File: config.mk
export PLATFORM = sky130hd
export DESIGN_NAME = header_nonce_feeder
export DESIGN_NICKNAME = d
export VERILOG_FILES = /design/src/rtl/header_nonce_feeder.sv
export SDC_FILE = /design/constraint.sdc
export NUM_CORES = 2
export LEC_CHECK = 0
export CORE_MARGIN = 2
export CORE_UTILIZATION = 53
export DETAILED_ROUTE_END_ITERATION = 6
export PLACE_DENSITY_LB_ADDON = 0.12
export SLEW_MARGIN = 20
export SYNTH_ARGS = -nofsm -noshare
export SYNTH_HDL_FRONTEND = slang
export SYNTH_SLANG_ARGS = --single-unit
File: constraint.sdc
create_clock -name clk -period 3.8 [get_ports clk]
set_input_delay 0.95 -clock clk [delete_from_list [all_inputs] [get_ports clk]]
set_output_delay 0.95 -clock clk [all_outputs]
set_load 0.02 [all_outputs]
File: src/rtl/header_nonce_feeder.sv
// header_nonce_feeder
// Loads an 80-byte block header from a byte stream into 20 big-endian 32-bit
// words and serves them to a downstream double-SHA256 hasher. Word NONCE_IDX
// is replaced by a live nonce counter. After each hash the result is checked
// against a leading-zero difficulty: a hit is reported, otherwise the nonce is
// incremented and the hasher is restarted until the nonce space runs out.
//
// Ports:
//   clk, rst_n            clock (rising edge), asynchronous active-low reset
//   load_valid/load_data  header byte stream, byte 0 first
//   load_ready            byte accepted this cycle (IDLE/LOAD only)
//   run                   start / continue the nonce search
//   abort                 synchronous return to IDLE from any state
//   zbits                 required leading zero bits, latched on run
//   start                 one-cycle start pulse to the hasher
//   rq/addr -> data/rdy   hasher word requests, answered one cycle later
//   hash/done             hasher result and completion level
//   found/exhausted       search outcome flags, held
//   nonce_out             current (or winning) nonce
//   busy                  search in progress
module header_nonce_feeder #(
    parameter int HDR_WORDS = 20,
    parameter int NONCE_IDX = 19
) (
    input  logic         clk,
    input  logic         rst_n,
    input  logic         load_valid,
    input  logic [7:0]   load_data,
    output logic         load_ready,
    input  logic         run,
    input  logic         abort,
    input  logic [7:0]   zbits,
    output logic         start,
    input  logic         rq,
    input  logic [4:0]   addr,
    output logic [31:0]  data,
    output logic         rdy,
    input  logic [255:0] hash,
    input  logic         done,
    output logic         found,
    output logic         exhausted,
    output logic [31:0]  nonce_out,
    output logic         busy
);

    typedef enum logic [2:0] {
        ST_IDLE    = 3'd0,
        ST_LOAD    = 3'd1,
        ST_READY   = 3'd2,
        ST_START   = 3'd3,
        ST_WAIT    = 3'd4,
        ST_CHECK   = 3'd5,
        ST_FOUND   = 3'd6,
        ST_EXHAUST = 3'd7
    } state_t;

    localparam logic [6:0] LAST_BYTE = 7'(HDR_WORDS * 4 - 1);

    state_t        state_r;
    logic [6:0]    byte_cnt_r;
    logic [31:0]   hdr_r [HDR_WORDS];
    logic [31:0]   nonce_r;
    logic [7:0]    zbits_r;
    logic          rq_q_r;
    logic          done_q_r;
    logic          start_r;
    logic          rdy_r;
    logic [31:0]   data_r;
    logic          found_r;
    logic          exhausted_r;
    logic          busy_r;

    logic          rq_edge_s;
    logic          done_edge_s;
    logic          load_acc_s;
    logic [31:0]   served_word_s;
    logic [255:0]  zmask_s;
    logic          hash_pass_s;

    assign load_ready  = (state_r == ST_IDLE) || (state_r == ST_LOAD);
    assign load_acc_s  = load_valid & load_ready & ~abort;
    assign rq_edge_s   = rq & ~rq_q_r;
    assign done_edge_s = done & ~done_q_r;

    assign start     = start_r;
    assign rdy       = rdy_r;
    assign data      = data_r;
    assign found     = found_r;
    assign exhausted = exhausted_r;
    assign nonce_out = nonce_r;
    assign busy      = busy_r;

    // Word lookup for a hasher request: nonce substitution and out-of-range zero.
    always_comb begin
        served_word_s = 32'h0000_0000;
        if (addr == 5'(NONCE_IDX)) begin
            served_word_s = nonce_r;
        end else if (addr < 5'(HDR_WORDS)) begin
            served_word_s = hdr_r[addr];
        end else begin
            served_word_s = 32'h0000_0000;
        end
    end

    // Difficulty test: the top zbits bits of the hash must all be zero.
    always_comb begin
        zmask_s     = ~({256{1'b1}} >> zbits_r);
        hash_pass_s = ((hash & zmask_s) == 256'd0);
    end

    // Edge-detect history for the hasher's rq and done levels.
    always_ff @(posedge clk or negedge rst_n) begin
        if (!rst_n) begin
            rq_q_r   <= 1'b0;
            done_q_r <= 1'b0;
        end else begin
            rq_q_r   <= rq;
            done_q_r <= done;
        end
    end

    // Header storage: byte k lands in word k/4, most significant byte first.
    always_ff @(posedge clk or negedge rst_n) begin
        if (!rst_n) begin
            for (int i = 0; i < HDR_WORDS; i++) begin
                hdr_r[i] <= 32'h0000_0000;
            end
        end else if (load_acc_s) begin
            case (byte_cnt_r[1:0])
                2'd0:    hdr_r[byte_cnt_r[6:2]][31:24] <= load_data;
                2'd1:    hdr_r[byte_cnt_r[6:2]][23:16] <= load_data;
                2'd2:    hdr_r[byte_cnt_r[6:2]][15:8]  <= load_data;
                2'd3:    hdr_r[byte_cnt_r[6:2]][7:0]   <= load_data;
                default: hdr_r[byte_cnt_r[6:2]][7:0]   <= load_data;
            endcase
        end
    end

    // Main control FSM with registered outputs.
    always_ff @(posedge clk or negedge rst_n) begin
        if (!rst_n) begin
            state_r     <= ST_IDLE;
            byte_cnt_r  <= 7'd0;
            nonce_r     <= 32'h0000_0000;
            zbits_r     <= 8'd0;
            start_r     <= 1'b0;
            rdy_r       <= 1'b0;
            data_r      <= 32'h0000_0000;
            found_r     <= 1'b0;
            exhausted_r <= 1'b0;
            busy_r      <= 1'b0;
        end else if (abort) begin
            // Header words and the nonce counter are kept; a pending request is dropped.
            state_r     <= ST_IDLE;
            byte_cnt_r  <= 7'd0;
            start_r     <= 1'b0;
            rdy_r       <= 1'b0;
            found_r     <= 1'b0;
            exhausted_r <= 1'b0;
            busy_r      <= 1'b0;
        end else begin
            start_r <= 1'b0;
            rdy_r   <= 1'b0;
            case (state_r)
                ST_IDLE, ST_LOAD: begin
                    if (load_valid) begin
                        if (byte_cnt_r == LAST_BYTE) begin
                            // The final byte completes the nonce word; seed the counter from it.
                            state_r    <= ST_READY;
                            byte_cnt_r <= 7'd0;
                            nonce_r    <= {hdr_r[NONCE_IDX][31:8], load_data};
                        end else begin
                            state_r    <= ST_LOAD;
                            byte_cnt_r <= byte_cnt_r + 7'd1;
                        end
                    end
                end
                ST_READY: begin
                    if (run) begin
                        state_r     <= ST_START;
                        start_r     <= 1'b1;
                        busy_r      <= 1'b1;
                        zbits_r     <= zbits;
                        found_r     <= 1'b0;
                        exhausted_r <= 1'b0;
                    end
                end
                ST_START: begin
                    state_r <= ST_WAIT;
                end
                ST_WAIT: begin
                    if (rq_edge_s) begin
                        rdy_r  <= 1'b1;
                        data_r <= served_word_s;
                    end
                    if (done_edge_s) begin
                        state_r <= ST_CHECK;
                    end
                end
                ST_CHECK: begin
                    if (hash_pass_s) begin
                        state_r <= ST_FOUND;
                        found_r <= 1'b1;
                        busy_r  <= 1'b0;
                    end else if (nonce_r == 32'hFFFF_FFFF) begin
                        state_r     <= ST_EXHAUST;
                        exhausted_r <= 1'b1;
                        busy_r      <= 1'b0;
                    end else begin
                        state_r <= ST_START;
                        start_r <= 1'b1;
                        nonce_r <= nonce_r + 32'd1;
                    end
                end
                ST_FOUND, ST_EXHAUST: begin
                    // Resume from the next nonce; from EXHAUST this wraps to zero.
                    if (run) begin
                        state_r     <= ST_START;
                        start_r     <= 1'b1;
                        busy_r      <= 1'b1;
                        zbits_r     <= zbits;
                        found_r     <= 1'b0;
                        exhausted_r <= 1'b0;
                        nonce_r     <= nonce_r + 32'd1;
                    end
                end
                default: begin
                    state_r <= ST_IDLE;
                    busy_r  <= 1'b0;
                end
            endcase
        end
    end

endmodule

== Word-level counts from Yosys, hierarchy flattened ==
Cells that the tools add are included.

* Bits in registers: 729
* Input bits: 284
* Output and inout bits: 70
* Word-level logic and storage cells: 152

* $add $sub $neg: 2
* Order comparisons: 4
* Equality and inequality tests: 25
* Shift operators: 1
* Muxes and demuxes: 57
* Bitwise gates (word level): 11
* Reduce and logical (&&, ||, !) cells: 20

{| class="wikitable"
|+ Operators by type and width
! kind !! count
|-
| $bwmux 640 || 4
|-
| $pmux 640 s4 || 1
|-
| $demux 32 s5 || 4
|-
| $mux 32 || 10
|-
| $and 256x256->256 || 1
|-
| $logic_not 256->1 || 1
|-
| $not 256->256 || 1
|-
| $shr 256x8->256 const A || 1
|-
| $bmux 32 s5 || 1
|-
| $pmux 32 s3 || 1
|-
| $add 32x1->32 const B || 1
|-
| $eq 32x32->1 const B || 1
|-
| $mux 7 || 4
|-
| $mux 24 || 1
|-
| $mux 3 || 6
|-
| $mux 1 || 17
|-
| $mux 16 || 1
|-
| $ne 3x3->1 const B || 5
|-
| $pmux 3 s5 || 1
|-
| $reduce_and 3->1 || 5
|-
| $eq 3x3->1 const B || 4
|-
| $ge 6x6->1 const B || 2
|-
| $not 5->6 || 2
|-
| $ne 2x2->1 const B || 5
|-
| 27 further kinds || 40
|}

== Longest topological paths before layout ==
* Word-level depth: 7
* Depth in mapped cells: 17
* Gate-level depth less buffers: 10

== Worst setup path before layout ==
OpenSTA, ideal clock, no wires.

* Kind: input to register
* Start: input hash[22]
* End: register nonce_r[15], in the netlist nonce_out[15]
* Library setup time: 0.126 ns
* Arrival: 3.671 ns
* Required time: 3.674 ns
* Setup slack: 0.003 ns
* Cell stages on the path: 12
* Buffers on the path: 2
* Path through: o21a_1 a211oi_1 o21ai_0 a2111oi_0 o2bb2ai_1 or4b_1 o41a_1 nor4_2 buf_4 buf_6 nor4_1 o32a_1

* Cells in the longest elaborated chain, start to end: 4

{| class="wikitable"
|+ Ends and longest elaborated chain
! item !! line !! RTL
|-
| start: declaration || 38 || <nowiki>input logic [255:0] hash,</nowiki>
|-
| $and 256x256->256 || 108 || <nowiki>hash_pass_s = ((hash & zmask_s) == 256'd0);</nowiki>
|-
| $logic_not 256->1 || 108 ||
|-
| $ne 2x2->1 (no line) || -- ||
|-
| $reduce_and 7->1 (no line) || -- ||
|-
| end signal: assignment || 171 || <nowiki>nonce_r <= {hdr_r[NONCE_IDX][31:8], load_data};</nowiki>
|-
| end signal: assignment || 212 || <nowiki>nonce_r <= nonce_r + 32'd1;</nowiki>
|-
| end signal: assignment || 224 || <nowiki>nonce_r <= nonce_r + 32'd1;</nowiki>
|-
| end: declaration || 62 || <nowiki>logic [31:0] nonce_r;</nowiki>
|}

Every way passes these cells.
A chain may end at the register's enable or synchronous reset.

== Final worst setup path ==
* Start: input hash[77]
* End: register nonce_r[1], in the netlist nonce_out[1]

Same word-level chain as after synthesis.

==> flow_metrics.env <==
export IMPL_crit_required_ps=4320
export IMPL_core_area_mm2=0.0703
export IMPL_synth_edf_count=0
export IMPL_cts_clk_slew_worst_paths_ps=60
export IMPL_initial_utilization_pct=53.7
export IMPL_slew_violations=0
export IMPL_synth_top_cell_area_share_pct=48.3
export IMPL_synth_seq_area_share_pct=48.3
export IMPL_final_setup_viol_count=31
export IMPL_wl_mm=162
export IMPL_drcViolationCount=2
export IMPL_max_stage_delay_ps=590
export IMPL_final_core_util_pct=68.7
export IMPL_path_delay_family="simple AND/OR/NAND/NOR gates"
export IMPL_synthTopCellsByArea="dfrtp_1 (48%), a22o_1 (15%), mux4_2 (11%)"
export IMPL_cp_max_fo=7
export IMPL_grt_pass1_vias=34952
export IMPL_place_area_mm2=0.0450
export IMPL_cts_hold_buf=0
export IMPL_clockPowerShare_pct=44.3
export IMPL_critPathCaptureType="flop"
export IMPL_die_w_um=271
export IMPL_status="finished with violations"
export IMPL_tightest_slew_ps=1170
export IMPL_worst_slack_ps=-141
export IMPL_synth_flop_cell="dfrtp_1"
export IMPL_cts_tree="built"
export IMPL_num_rows=97
export IMPL_synthTopCellsByCount="dfrtp_1 (729), a22o_1 (643), nand2_1 (325), o21ai_0 (271), clkbuf_1 (261)"
export IMPL_ys_types=78
export IMPL_final_period_utilization_pct=104
export IMPL_drive_above_1_share_pct=22.1
export IMPL_arrival_ps=4460
export IMPL_layout_nets=4298
export IMPL_final_cells=5013
export IMPL_fmax_ghz=0.254
export IMPL_grt_first_pass_wirelength_mm=241
export IMPL_grt_overflow=0
export IMPL_nFillCells=5011
export IMPL_dieArea_mm2=0.0734
export IMPL_placed_cells=4858
export IMPL_pwr_share_comb_pct=11.7
export IMPL_synth_top_area_cell="dfrtp_1"
export IMPL_regArea_mm2=0.0183
export IMPL_fin_skew_ps=42.4
export IMPL_fp_dieH_um=271
export IMPL_min_period_ps=3940
export IMPL_synth_most_common_cell="dfrtp_1"
export IMPL_leakage_uw=0.0214
export IMPL_antenna_found_initial=12
export IMPL_final_hold_violation_count=0
export IMPL_dp_slack_ps=-1230
export IMPL_cts_buffers=76
export IMPL_startpoint_type="input port"
export IMPL_grt_total_usage_pct=44.0
export IMPL_synth_async_sr_flop_share_pct=100
export IMPL_pwr_share_seq_pct=44.0
export IMPL_sw_frac_of_total_pct=26.1
export IMPL_violations="design-rule violations, negative setup slack"
export IMPL_power_density_mw_per_mm2=381
export IMPL_ys_ff_latch=729
export IMPL_final_area_mm2=0.0483
export IMPL_cap_violations=0
export IMPL_ant_nets=0
export IMPL_power_switching_uw=4800
export IMPL_worst_hold_path_type="in -> async"
export IMPL_initialDrtViolationCount=5851
export IMPL_synth_cell_area_mm2=0.0377
export IMPL_syn_to_final_growth_pct=28.0
export IMPL_crit_chain="clkdlybuf4s50_1, or4_4, o41ai_1, o211ai_1, nor4_1, nand4_1, o41a_1, nor4_4, buf_12, o31a_1, buf_6, mux2_4"
export IMPL_cts_sinks=729
export IMPL_vias_per_cell=7.17
export IMPL_port_buffers=352
export IMPL_routabilityCongestion=1.05
export IMPL_synth_nets=3709
export IMPL_firstDrtPassIters=7
export IMPL_routedWlPerCell_um=32.4
export IMPL_cts_root_buf="clkbuf_16"
export IMPL_relSlewSlack_pct=22.1
export IMPL_multi_input_area_mm2=0.0186
export IMPL_syn_instance_count=3420
export IMPL_rsz0062_at_grt="true"
export IMPL_yosys_warnings=0
export IMPL_crit_buf_inv=3
export IMPL_cp_slowest_cell="or4_4"
export IMPL_worstSetupPathType="in -> reg"
export IMPL_insertion_delay_ps=640
export IMPL_max_vdd_ir_drop_v=0.000414
export IMPL_dp_hpwl_mm=116
export IMPL_grt_max_degree=128
export IMPL_num_vias=35938
export IMPL_internal_power_uw=13600
export IMPL_clockBufferDepth=3
export IMPL_htreeDepth=3
export IMPL_io_pins=354
export IMPL_postSynthAreaPerCell_um2=11.0
-- path summary, 6_finish.rpt --
kind,startpoint,endpoint,slack (ps),cells past startpoint
max in group asynchronous,rst_n,asynchronous set/reset pin,2410,2
setup / recovery,hash[77],nonce_out[1]$_DFFE_PN0P_,-140,12
min in group clk,data[6]$_DFFE_PN0P_,data[6]$_DFFE_PN0P_,480,2
hold / removal,rst_n,data[9]$_DFFE_PN0P_,280,1
setup reg to reg,zbits_r[2]$_DFFE_PN0P_,nonce_out[1]$_DFFE_PN0P_,-90,15
hold reg to reg,data[6]$_DFFE_PN0P_,data[6]$_DFFE_PN0P_,480,2
-- final cells by class --
cell class              count  share of cell area, %
well taps                 940                   2.44
clock buffers             103                   4.46
inverters                  14                  0.109
diodes                      3                 0.0155
flip-flops and latches    729                   37.8
clock inverters            36                   1.22
repair buffers            820                   15.4
multi-input cells        2368                   38.6
-- cells by family (layout without fill, tap and decap cells) --
family	Yosys count	count (layout)	synth area share [%]
muxes	233	233	12.6
DFF	729	729	48.3
and+or+nand+nor	792	792	9.49
AOI/OAI and AO/OA	1335	1335	26.0
buffers and inverters	323	973	3.32
other	0	3	0
xor gates and xnor gates	1	1	0.0232
adders and majority gates	7	7	0.219
-- through the flow --
step	TNS [ps]	hold WS (ps)	total power, uW
floorplan	0	461	9120
global placement	-43990	461	10200
detailed placement	-44680	470	10300
CTS	-40.7	338	18400
global route	-2990	335	18900
finish	-2510	278	18400
-- cells in the final DEF (no fill, tap or decap), drive strengths merged, types with 50 or more instances in the layout --
cell type      instances
dfrtp                729
mux4                 192
nand3                 50
nand2                325
clkdlybuf4s50        333
o21ai                333
nor2                 213
buf                  480
clkbuf               105
a22o                 643
a21oi                114
-- worst register-to-register path, stage by stage, from the launching register on --
cell     delay (ps)
dfrtp_2         440
buf_6           150
buf_8           140
o21a_4          130
buf_4           150
or2_4           240
and2_1          180
o32ai_1         230
o21ai_1         160
or4b_4          550
o41a_1          400
nor4_4          230
buf_12          180
o31a_1          190
buf_6           140
mux2_4          290
-- power by group through the flow --
stage | logic [uW] | registers (uW) | clock network [uW]
final | 2150 | 8100 | 8160
after floorplan | 943 | 8180 | 0
after detailed placement | 2080 | 8220 | 0
after CTS | 2100 | 8090 | 8160
after global placement | 2030 | 8210 | 0
after global routing | 2260 | 8110 | 8490
-- layer usage --
layer | routed length, um | vias up | track usage [%]
li1 | - | 14521 | -
met1 | 61900 | 18062 | 62.1
met2 | 71200 | 2826 | 65.4
met3 | 21000 | 511 | 11.6
met4 | 7880 | 18 | 17.3
met5 | 172 | - | 0
-- what timing repair did --
item	CTS	global route
buffers inserted	8	4
gates cloned	2	0
pin swaps	21	25
resized for setup	60	50
endpoints found under the setup margin	38	38
Note: power is estimated with default switching activity, not from simulation.
